## src/rtl/gemips_ctrl_pkg.sv

```systemverilog
`default_nettype none
// ============================================================================
// Module      : gemips_ctrl_pkg
// Description : Shared pipeline-control encodings: stall vectors and FSM states.
// Revision    : 1.0 - initial release
// ============================================================================
package gemips_ctrl_pkg;

    localparam int STALL_W = 6;
    localparam int PC_W    = 32;
    localparam int CNT_W   = 16;

    // Hold vector bits: 0 PC, 1 IF/ID, 2 ID/EX, 3 EX/MEM, 4 MEM/WB, 5 WB
    localparam logic [STALL_W-1:0] STALL_NONE = 6'b000000;
    localparam logic [STALL_W-1:0] STALL_ID   = 6'b000111;
    localparam logic [STALL_W-1:0] STALL_EX   = 6'b001111;
    localparam logic [STALL_W-1:0] STALL_MEM  = 6'b011111;

    typedef enum logic [1:0] {
        RUN      = 2'd0,
        WAIT_MEM = 2'd1,
        FLUSH    = 2'd2
    } ctrl_state_t;

    function automatic logic [STALL_W-1:0] stall_decode(
        input logic req_id,
        input logic req_ex,
        input logic req_mem
    );
        logic [STALL_W-1:0] vec;
        vec = STALL_NONE;
        if (req_mem)      vec = STALL_MEM;
        else if (req_ex)  vec = STALL_EX;
        else if (req_id)  vec = STALL_ID;
        return vec;
    endfunction

endpackage
`default_nettype wire

```

## src/rtl/stall_perf_cnt.sv

```systemverilog
`default_nettype none
// ============================================================================
// Module      : stall_perf_cnt
// Description : Saturating performance counter with synchronous clear.
// Revision    : 1.0 - initial release
// ============================================================================
module stall_perf_cnt #(
    parameter int WIDTH = 16
) (
    input  logic             clk,
    input  logic             rst,
    input  logic             inc,
    input  logic             clr,
    output logic [WIDTH-1:0] value
);

    logic [WIDTH-1:0] r_value;

    // Clear takes precedence over a same-cycle increment
    always_ff @(posedge clk) begin
        if (rst) begin
            r_value <= '0;
        end else if (clr) begin
            r_value <= '0;
        end else if (inc && (r_value != {WIDTH{1'b1}})) begin
            r_value <= r_value + 1'b1;
        end
    end

    assign value = r_value;

endmodule
`default_nettype wire

```

## src/rtl/pipe_ctrl.sv

```systemverilog
`default_nettype none
// ============================================================================
// Module      : pipe_ctrl
// Description : Pipeline hazard/stall control with deferred redirect flush.
// Revision    : 1.0 - initial release
// ============================================================================
module pipe_ctrl
    import gemips_ctrl_pkg::*;
(
    input  logic               clk,
    input  logic               rst,
    input  logic               stallreq_id,
    input  logic               stallreq_ex,
    input  logic               stallreq_mem,
    input  logic               flush_req,
    input  logic [PC_W-1:0]    flush_pc,
    input  logic               cnt_clr,
    output logic [STALL_W-1:0] stall,
    output logic               flush,
    output logic [PC_W-1:0]    new_pc,
    output logic [CNT_W-1:0]   stall_cnt
);

    ctrl_state_t        r_state;
    ctrl_state_t        w_next_state;
    logic               w_capture;
    logic [PC_W-1:0]    r_target;
    logic [PC_W-1:0]    w_redirect_pc;
    logic               r_flush;
    logic [PC_W-1:0]    r_new_pc;
    logic [STALL_W-1:0] w_stall;

    always_ff @(posedge clk) begin
        if (rst) begin
            r_state <= RUN;
        end else begin
            r_state <= w_next_state;
        end
    end

    // A redirect is only accepted outside WAIT_MEM so the oldest target wins
    always_comb begin
        w_next_state = r_state;
        w_capture    = 1'b0;
        w_stall      = STALL_NONE;
        case (r_state)
            RUN, FLUSH: begin
                if (flush_req) begin
                    w_capture    = 1'b1;
                    w_next_state = stallreq_mem ? WAIT_MEM : FLUSH;
                end else begin
                    w_next_state = RUN;
                end
            end
            WAIT_MEM: begin
                if (!stallreq_mem) begin
                    w_next_state = FLUSH;
                end
            end
            default: w_next_state = RUN;
        endcase
        if (!rst && (r_state != FLUSH)) begin
            w_stall = stall_decode(stallreq_id, stallreq_ex, stallreq_mem);
        end
    end

    assign w_redirect_pc = w_capture ? flush_pc : r_target;

    always_ff @(posedge clk) begin
        if (rst) begin
            r_target <= '0;
            r_flush  <= 1'b0;
            r_new_pc <= '0;
        end else begin
            if (w_capture) begin
                r_target <= flush_pc;
            end
            r_flush <= (w_next_state == FLUSH);
            if (w_next_state == FLUSH) begin
                r_new_pc <= w_redirect_pc;
            end
        end
    end

    stall_perf_cnt #(
        .WIDTH (CNT_W)
    ) u_stall_perf_cnt (
        .clk   (clk),
        .rst   (rst),
        .inc   (w_stall[0]),
        .clr   (cnt_clr),
        .value (stall_cnt)
    );

    assign stall  = w_stall;
    assign flush  = r_flush;
    assign new_pc = r_new_pc;

endmodule
`default_nettype wire

```

## config.mk

```make
export PLATFORM = sky130hd
export DESIGN_NAME = pipe_ctrl
export DESIGN_NICKNAME = d
export VERILOG_FILES = /design/src/rtl/gemips_ctrl_pkg.sv /design/src/rtl/stall_perf_cnt.sv /design/src/rtl/pipe_ctrl.sv
export SDC_FILE = /design/constraint.sdc
export NUM_CORES = 1
export LEC_CHECK = 0
export CAP_MARGIN = 20
export CORE_MARGIN = 4
export CORE_UTILIZATION = 52
export DETAILED_ROUTE_END_ITERATION = 10
export MAX_ROUTING_LAYER = met4
export PLACE_DENSITY = 0.81
export SYNTH_ARGS = -nofsm -noshare
export SYNTH_HDL_FRONTEND = slang
export SYNTH_HIERARCHICAL = 1
export SYNTH_SLANG_ARGS = --single-unit
```

## constraint.sdc

```tcl
create_clock -name clk -period 3.2 [get_ports clk]
set_input_delay 0.96 -clock clk [delete_from_list [all_inputs] [get_ports clk]]
set_output_delay 0.96 -clock clk [all_outputs]
set_load 0.01 [all_outputs]
```

======== Word level (Yosys, flattened, before mapping) ========
Cells that the tools add are included.
Widths: inputs -> output; s select.
storage, ports and cells
  register bits after elaboration ......... 83
  output and inout port bits .............. 55
  word-level logic and storage cells ...... 28
operators by class
  add/sub/neg operators ................... 1
  eq/ne operators ......................... 5
  muxes and demuxes ....................... 11
  reductions and logical operators ........ 6
operator list
  operator               number
  $mux 32                1
  $add 16x1->16 const B  1
  $ne 16x16->1 const B   1
  $mux 5                 2
  $mux 2                 3
  $eq 2x2->1 const B     2
  $mux 4                 1
  $pmux 2 s2             1
  $reduce_or 2->1        2
  $mux 3                 1
  $eq 2x1->1 const B     1
  $logic_and 1x1->1      2
  $logic_not 2->1        1
  $mux 1                 2
  $ne 2x2->1 const B     1
  $logic_not 1->1        1

======== Depth between registers and ports, before layout ========
Gate-level depths: netlist of run 1.
  depth in word-level cells ............... 5
  depth in mapped cells ................... 8
  depth with buffers taken out ............ 7

======== Hierarchy ========
The synthesis of run 1 kept the hierarchy.
by module, submodules not included
  module          times used  cells an instance  area an instance (µm²)
  pipe_ctrl       1           230                2566.2
  stall_perf_cnt  1           102                917.1

======== Least setup slack after synthesis of run 1 ========
Ideal clock, no wire load.
  path kind ............................... in2out
  from .................................... input port rst
  to ...................................... output port stall[1]
  data arrival time ....................... 1799 ps
  required time ........................... 2240 ps
  path slack .............................. 441 ps
  cell stages on the path ................. 4
  path buffers ............................ 2
  cell sequence ........................... buf_1 > a21oi_1 > o31a_1 > buf_4
between the ends
  word-level cells in the longest chain between the ends .. 3
ends and longest elaborated chain
  item               line             text
  start, declared    pipe_ctrl.sv:11  input logic rst,
  $logic_not 1->1    pipe_ctrl.sv:62  if (!rst && (r_state != FLUSH)) begin
  $logic_and 1x1->1  pipe_ctrl.sv:62
  $mux 5             pipe_ctrl.sv:62
  end, declared      pipe_ctrl.sv:18  output logic [STALL_W-1:0] stall,
Every way passes these cells.

======== Worst setup path after layout of run 1 ========
  from .................................... input port rst
  to ...................................... output port stall[4]
Same word-level chain as after synthesis.

==> results of run 1 <==
-- worst max-delay path: stages --
cell	delay [ns]
buf_2	0.12
a21oi_1	0.19
buf_4	0.15
and2_1	0.13
clkdlybuf4s50_1	0.55
-- metrics by stage --
stage | hold WS (ns) | setup slack (ns) | setup TNS (ns)
after global placement | 0.462 | -0.0472 | -0.141
after CTS | 0.478 | 0.0102 | 0
after global routing | 0.492 | 0.0688 | 0
after detailed placement | 0.467 | -0.0802 | -0.229
final | 0.478 | 0.141 | 0
after floorplan | 0.460 | 0.441 | 0
-- what timing repair did --
item | 4_1_cts | 5_1_grt
setup buffers | 0 | 0
pin swaps | 1 | 0
gates resized for setup | 3 | 1
gates cloned | 0 | 0
endpoints found under the setup margin | 3 | 1
-- area by class of cell --
| type | instances | area [µm²] | area share [%] |
|---|---|---|---|
| repair buffers | 100 | 987 | 21.5 |
| multi-input cells | 187 | 1510 | 32.8 |
| clock buffers | 10 | 138 | 2.99 |
| flip-flops and latches | 83 | 1660 | 36.1 |
| inverters | 36 | 135 | 2.94 |
| well taps | 77 | 96.3 | 2.09 |
| clock inverters | 6 | 72.6 | 1.58 |
| diodes | 1 | 2.50 | 0.0544 |
-- synth_stat cells, types with 3 or more instances --
cell type,n
and2_1,3
dfxtp_1,83
o21ai_0,4
mux2i_1,38
a211oi_1,3
buf_1,3
o32ai_1,12
clkbuf_1,5
a21oi_1,8
inv_1,36
buf_2,3
nor2_1,34
a31oi_1,4
nand2_1,13
or3_1,4
and3_1,3
nand4_1,3
o32ai_2,20
buf_4,7
buf_6,7
nand3_1,5
or3_2,3
-- sequential cells by signal, indices dropped and copies added (netlist names) --
register	count
new_pc	32
u_stall_perf_cnt/value	16
r_target	32
flush	1
r_state	2
-- power by group through the flow --
stage | clock [µW] | combinational (µW) | sequential (µW)
after CTS | 796 | 290 | 1100
final | 779 | 286 | 1100
after global routing | 844 | 310 | 1100
after detailed placement | 0 | 290 | 1120
after floorplan | 0 | 157 | 1130
after global placement | 0 | 284 | 1120
-- cells by family (layout without fill, tap and decap cells) --
group	after synthesis	after routing
compound gates	65	65
fa+ha+maj	1	1
buf+inv	62	152
flops	83	83
mux	38	38
other cells	1	2
simple gates	82	82
-- cell usage in the layout (no fill, tap or decap), types with 2 or more instances in the layout --
cell type / n
and2_1: 3
and3_1: 3
nand2_1: 13
nand4_1: 3
clkdlybuf4s50_1: 87
clkinv_4: 3
dlygate4sd2_1: 3
nor3_1: 2
o21ai_0: 4
dfxtp_1: 83
nand3_1: 5
nor2_1: 34
o32ai_1: 12
buf_4: 7
or3_1: 4
o21ai_1: 2
and3_4: 2
a21oi_1: 8
a2111o_1: 2
clkbuf_8: 10
nand2b_1: 2
o32ai_2: 20
inv_1: 36
a31oi_1: 4
a211oi_1: 3
or3_2: 3
and2_2: 2
mux2i_1: 38
-- worst max path at each step --
stage	startpoint	slack (ns)	to	cells after the start
after floorplan	rst	0.44	stall[1]	4
after global placement	stallreq_mem	-0.05	stall[0]	3
after detailed placement	stallreq_mem	-0.08	stall[2]	3
after CTS	stallreq_mem	0.01	stall[4]	3
after global routing	rst	0.07	stall[4]	5
final	rst	0.14	stall[4]	5
-- routing by layer --
layer	routed length, µm	part of all wire (%)	vias up
met5	0	0	-
met1	3300	43	1263
met2	3770	49	75
met3	441	5.8	14
li1	-	-	1344
met4	139	1.8	0
==> results.md, run 1 <==
- The number of nets with antenna violations after detailed routing is 0.
- The placed standard-cell area is between 4000 and 5000 µm².
- The type of the worst min-delay path is reg -> reg.
- For the worst setup path, the data arrival time is approximately 2.1 ns.
- Global routing used under 10% of the available met3 tracks.
- In the synthesized netlist, the number of instances is between 300 and 400.
- After synthesis, the share of flip-flops with an asynchronous set or reset is 0%.
- Counting every net in the synthesized netlist gives 372.
- The layer flagged by global routing as most heavily used is met2.
- The average size of a mapped cell is roughly 10 µm².
- For this block, the initial DRC count from the detailed router was 84.
- The startpoint identified for the worst register-to-register timing path is r_state[0].
- The number of antenna violations at the first check in global routing is 1.
- Summing the areas of all xor and xnor instances in the mapped netlist gives 0% of the synthesized area.
- The TritonCTS clock tree is done.
- The count of cells in the finished layout, fillers not included, comes to 500.
- In this run the worst path has a maximum fanout of 2.
- The largest family of logic cells by synthesized area is compound AO/OA/AOI/OAI gates.
- The starting density of the core is approximately 54%.
- The core box area is ~6400 µm².
- The worst setup path is launched from a primary input.
- The clock skew after layout is approximately 0.014 ns.
- The fraction of power consumed by the clock network is between 30% and 40%.
- For the worst setup path, the data required time is about 2.2 ns.
- The number of buffers inserted by port buffering is 92.
- The number of placed instances, taps included is 483.
- The clock passes through at most 2 buffers.
- Among all flip-flop cells after synthesis, the most frequent one is dfxtp_1.
- The actual transition at the worst max-transition pin is between 0.8 and 0.9 ns.
- Measured in cells, the most critical reg-to-reg path has a length of 8.
- The internal portion of total power is approximately 1600 µW.
- Static timing analysis puts the maximum clock frequency at between 300 and 400 MHz.
- STA classifies the critical path endpoint as a primary output.
- The simple logic cell fraction of the synthesized area is between 10 and 15%.
- The detailed-router iteration count before antenna repair is 4.
- The hold violation count in the final report is 0.
- The floorplan step set the die width to ~90 µm.
- Measured along the y axis, the die boundary spans about 90 µm.
- The portion of synthesized area spent on multiplexers is between 10% and 20%.
- The remaining global-route overflow is 0.
- Global routing used between 30% and 40% of the available met2 tracks.
- The synthesized-area fraction occupied by ao, oa, aoi and oai cells is about a fifth.
- The met1 routing resource usage after global routing is between 20% and 30%.
- The number of hold buffers added after CTS is 0.
- The endpoint of the worst hold-timing path is new_pc[23].
- The worst hold path passes through 2 cells.
- The floorplan has 29 rows.
- The worst-case IR drop observed on VDD is ~0.35 mV.
- The distinct cell type count after synthesis is 47.
- The worst hold path begins at new_pc[23].
- By area the synthesized netlist is led by dfxtp_1, mux2i_1, o32ai_2, inv_1, nor2_1.
- The share of the clock period used by the worst path after layout is 95.6%.
- The flow ran to the end, and the final reports show no timing, DRC or antenna violations.
- After synthesis the cells add up to between 3000 and 4000 µm².
- The number of global-route vias before repair came to about 2.6k.
- The fraction of final layout cells with drive strength greater than 1 is roughly 14%.
- After routing the design area is 4600 µm².
- The total length of routed wires is 7650 µm.
- Setup repair after global routing left no endpoint under its margin.
- The total setup violations reported at the end of the flow is 0.
- Relative to the synthesized area, the layout overhead comes to 32.1%.
- The count of synthesis-stage warnings from yosys is 6.
- After synthesis the netlist holds a flip-flop and latch count of a little over 80.
- In the global route stage, overall resource usage came out at between 15 and 20%.
- In this run the biggest area consumer among cell types represents 47.7% of the synthesized area.
- After detailed routing, the number of remaining DRC violations is 0.
- Summing the areas of all fa, ha and maj instances in the mapped netlist gives less than 1% of the synthesized area.
- The floorplan step defined a die boundary enclosing 8070 µm².
- The biggest area consumer among synthesized cells is dfxtp_1.
- The minimum period implied by the final worst setup slack is 3.06 ns.
- The placed wire-length estimate is 5310 µm.
- The combinational power share is a little over an eighth.
- Setup slack on the worst reg-to-reg path comes out at 1.21 ns.
- The insertion delay to the later sink of the worst-skew pair is 0.35 ns.
- The number of max-cap violations is 0.
- The number of synthesized flops with an enable pin is 0.
- The class of the most critical setup path is in -> out.
- Entering global routing, the biggest net connects 74 pins.
- Power spread over the standard cell area amounts to around 470 nW/µm².
- The global-route wire length before repair is around 13,000 µm.
- Summing over every cut layer, the via total after detailed routing is approximately 2.7k.
- The switching component of the power is ~550 µW.
- Sequential cells were found to cover 47.7% of the synthesized design area.
- The weighted congestion at the end of routability-driven global placement is 0.859.
- The analysis attributes to cell leakage a power of between 0.0015 and 0.002 µW.
- CTS built an H-tree with a depth of 3.
- The via-per-instance ratio is ~5.4.
- The detailed-route wire length per cell is approximately 15 µm.
- Of the total power, registers draw 50.8%.
- Clock-pin slew was measured on the worst setup and hold paths at roughly 0.080 ns.
- The switching share of power is between 20% and 30%.
- The max-slew violation total from the final report is 0.
- The capture instance of the worst register-to-register path is u_stall_perf_cnt/value[11].
- The design draws roughly 2200 µW.
- After filler insertion, the fill cell instance count of the layout stands at slightly below 500.
- CTS placed an instance of clkbuf_8 at the clock tree root.
- During I/O placement, the number of pins put on the boundary was 94.
- In the final design database the tool counted around 460 nets.
- The core utilization of the finished layout is 71.7%.
- The headroom to the max-slew limit is between 40% and 50%.
- Clock tree synthesis found a total of 83 sinks.
- The total clock buffers created by CTS is 9.
Power figures use the tool's default switching activity.
==> inputs of run 2 (changes only) <==
- CELL_PAD_IN_SITES_DETAIL_PLACEMENT: unset -> 2
- CELL_PAD_IN_SITES_GLOBAL_PLACEMENT: unset -> 2
- CORE_UTILIZATION: 52 -> 27
- PLACE_DENSITY: 0.81 -> unset
- PLACE_DENSITY_LB_ADDON: unset -> 0.25
- clock period: 3.2 -> 2.65 ns (I/O delays scaled with it)
==> run 2 against run 1 <==
Effect of this change:
- clock-buffer cell count is 1 higher
- design area is 5.5% higher
- sequential cell count stayed put
- core utilization is 33 points lower
- sequential power is 21% higher
- register-to-register slack worse by 0.69 ns
- first-iteration DRC count is 3.6% lower
- critical endpoint is now stall[2]
- highest routed layer unchanged
==> results.md, run 2 (synthesized netlist as in run 1, its figures left out) <==
- RSZ-0062 raised after global routing: no (unchanged).
- The total via count after detailed routing came to 2,788 (was 2,696).
- The actual transition at the worst max-transition pin is 0.872 ns (was 0.804 ns).
- The final worst hold slack is 0.476 ns (was 0.478 ns).
- The data arrival at the endpoint of the critical path is 1.81 ns (was 2.10 ns).
- The number of nets with antenna violations after detailed routing is 0 (unchanged).
- The detailed-router iteration count before antenna repair is 4 (unchanged).
- The internal portion of total power was 2310 µW (was 1620 µW).
- The combined global-route utilization of all metal layers is 14.2% (was 19.6%).
- The via-per-instance ratio is 4.65 (was 5.39).
- The number of global-route vias before repair is 3,075 (was 2,643).
- The kind of capture point of the worst setup path is a primary output (unchanged).
- The insertion delay to the later sink of the worst-skew pair is 0.34 ns (was 0.35 ns).
- The maximum number of pins on one net before global-route repair came to 74 (unchanged).
- The number of buffers inserted by port buffering is 92 (unchanged).
- The total clock sinks is 83 (unchanged).
- The number of diodes added for antenna fixing was 0 (was 1).
- The die footprint is 14,800 µm² (was 8070 µm²).
- The fraction of power consumed by the clock network is 43.3% (was 36.0%).
- The count of H-tree levels built during CTS is 3 (unchanged).
- The detailed-route wire length per cell is 16.0 µm (was 15.3 µm).
- The hold violation count in the final report is 0 (unchanged).
- Most frequent cells in the layout: clkdlybuf4s50_1, dfxtp_1, mux2i_1 (unchanged).
- The max-slew violation total from the final report came to 0 (unchanged).
- The data required time of the worst path was 1.86 ns (was 2.24 ns).
- The worst hold path startpoint was new_pc[29] (was new_pc[23]).
- The final-layout setup total negative slack is 0 ns (unchanged).
- The placed standard-cell area came to 4560 µm² (was 4390 µm²).
- The critical-path maximum fanout is 4 (was 2).
- The final non-filler cell area is 4850 µm² (was 4600 µm²).
- The launching element type of the critical path is a primary input (unchanged).
- The TritonCTS clock tree is done (unchanged).
- The class of the most critical setup path is in -> out (unchanged).
- The switching share of power is 22.6% (was 25.2%).
- The peak ir drop on the vdd network is 0.283 mV (was 0.348 mV).
- The vertical extent of the die is 122 µm (was 89.8 µm).
- The total length of routed wires is 9600 µm (was 7650 µm).
- The number of antenna violations at the first check in global routing came to 0 (was 1).
- The type of the worst min-delay path is reg -> reg (unchanged).
- The startpoint of the worst setup timing path is stallreq_ex (was rst).
- The die extent in x was 122 µm (was 89.8 µm).
- The clock transition time at the flip-flop clock pins of the worst setup and hold paths is 0.06 ns (was 0.08 ns).
- The number of max-cap violations was 0 (unchanged).
- The count of pins on the block boundary came to 94 (unchanged).
- Static timing analysis puts the maximum clock frequency at about 380 MHz.
- The clock period could shrink to about 2.6 ns.
- Outcome: complete, no violations (unchanged).
- The headroom to the max-slew limit is 41.9% (was 46.4%).
- The fraction of final layout cells with drive strength greater than 1 is 15.0% (was 14.0%).
- The clock skew after layout is 0.00650 ns (was 0.0138 ns).
- The power share of the sequential group came to 44.7% (was 50.8%).
- Of the available clock period, the critical path in the final layout requires 98.3%.
- The clock tree root buffer cell is clkbuf_16 (was clkbuf_8).
- The remaining global-route overflow was 0 (unchanged).
- The number of standard-cell rows in the floorplan is 41 (was 29).
- The weighted congestion at the end of routability-driven global placement is 0.766 (was 0.859).
- The switching component of the power is 672 µW (was 545 µW).
- The total clock buffers created by CTS is 9 (unchanged).
- The first-iteration detailed-routing DRC count is 81 (was 84).
- The core box area is 12,600 µm² (was 6420 µm²).
- The starting density of the core is 27.6% (was 54.2%).
- The detailed-route DRC error count is 0 (unchanged).
- The total setup violations reported at the end of the flow is 0 (unchanged).
- The relative area change from synthesis to final layout was 39.3% (was 32.1%).
- The placed wire-length estimate is 6770 µm (was 5310 µm).
- The worst flop-to-flop path startpoint was r_state[0] (unchanged).
- The global-route wire length before repair is 16,000 µm (was 12,600 µm).
- The areal power density over the cells is 614 nW/µm² (was 470 nW/µm²).
- The net total in the final layout is 464 (was 457).
- The clock tree buffer depth was 2 (unchanged).
- The most common cell after layout, fill and taps aside is clkdlybuf4s50_1 (unchanged).
- The reported leakage power is 0.00183 µW (was 0.00176 µW).
- The core utilization of the finished layout was 38.5% (was 71.7%).
- The combinational power share is 12.0% (was 13.2%).
-- run 2: per-stage QoR --
step | instances | setup WS, ns | power [µW]
floorplan | 332 | 0.221 | 1550
global placement | 584 | -0.210 | 1710
detailed placement | 584 | -0.241 | 1730
CTS | 599 | 0.0143 | 3040
global route | 599 | 0.00262 | 3130
finish | 599 | 0.0451 | 2980
-- run 2: per-layer routing --
layer  share of wire, %  GRT usage (%)  up-vias  routed length, µm
li1                   -              -     1355                  -
met1                 44           17.1     1363               4240
met2                 50           23.0       58               4760
met3                4.8           3.53       12                456
met4                1.4           5.88        0                138
met5                  0              -        -                  0
-- run 2: critical path, stage by stage --
cell and delay [ns]:
clkdlybuf4s50_1 0.43, o31a_1 0.34, clkdlybuf4s15_1 0.24
-- run 2: worst paths after layout --
kind | to | slack (ns) | cells past startpoint
max | stall[2] | 0.05 | 3
min | new_pc[29] | 0.48 | 2
max reg2reg | u_stall_perf_cnt/value[15] | 0.52 | 9
min reg2reg | new_pc[29] | 0.48 | 2
-- run 2: final cells by class --
class,count,area [µm²]
Inverter,36,135
Timing Repair Buffer,107,1030
Sequential cell,83,1660
Multi-Input combinational cell,187,1510
Clock buffer,11,233
Clock inverter,3,65.1
Fill cell,1397,7770
Tap cell,172,215
-- run 2: power by group through the flow --
stage / combinational, µW / sequential (µW) / clock (µW)
final: 358 / 1330 / 1290
after global routing: 391 / 1340 / 1400
after CTS: 368 / 1330 / 1340
after detailed placement: 367 / 1360 / 0
after global placement: 357 / 1360 / 0
after floorplan: 190 / 1360 / 0
-- run 2: what timing repair did --
item,CTS,global route
gates resized for setup,8,1
cloned,0,0
hold endpoints to repair,0,0
pin swaps,0,1
hold buffers,0,0
setup buffers,1,0
endpoints found under the setup margin,5,3
==> inputs of run 3 (changes only) <==
- ABC_AREA: unset -> 0
- CAP_MARGIN: 20 -> unset
- HOLD_SLACK_MARGIN: unset -> 0.05
==> results of run 3 <==
Same layout as run 2: the final DEF is identical, and so are final timing and power.
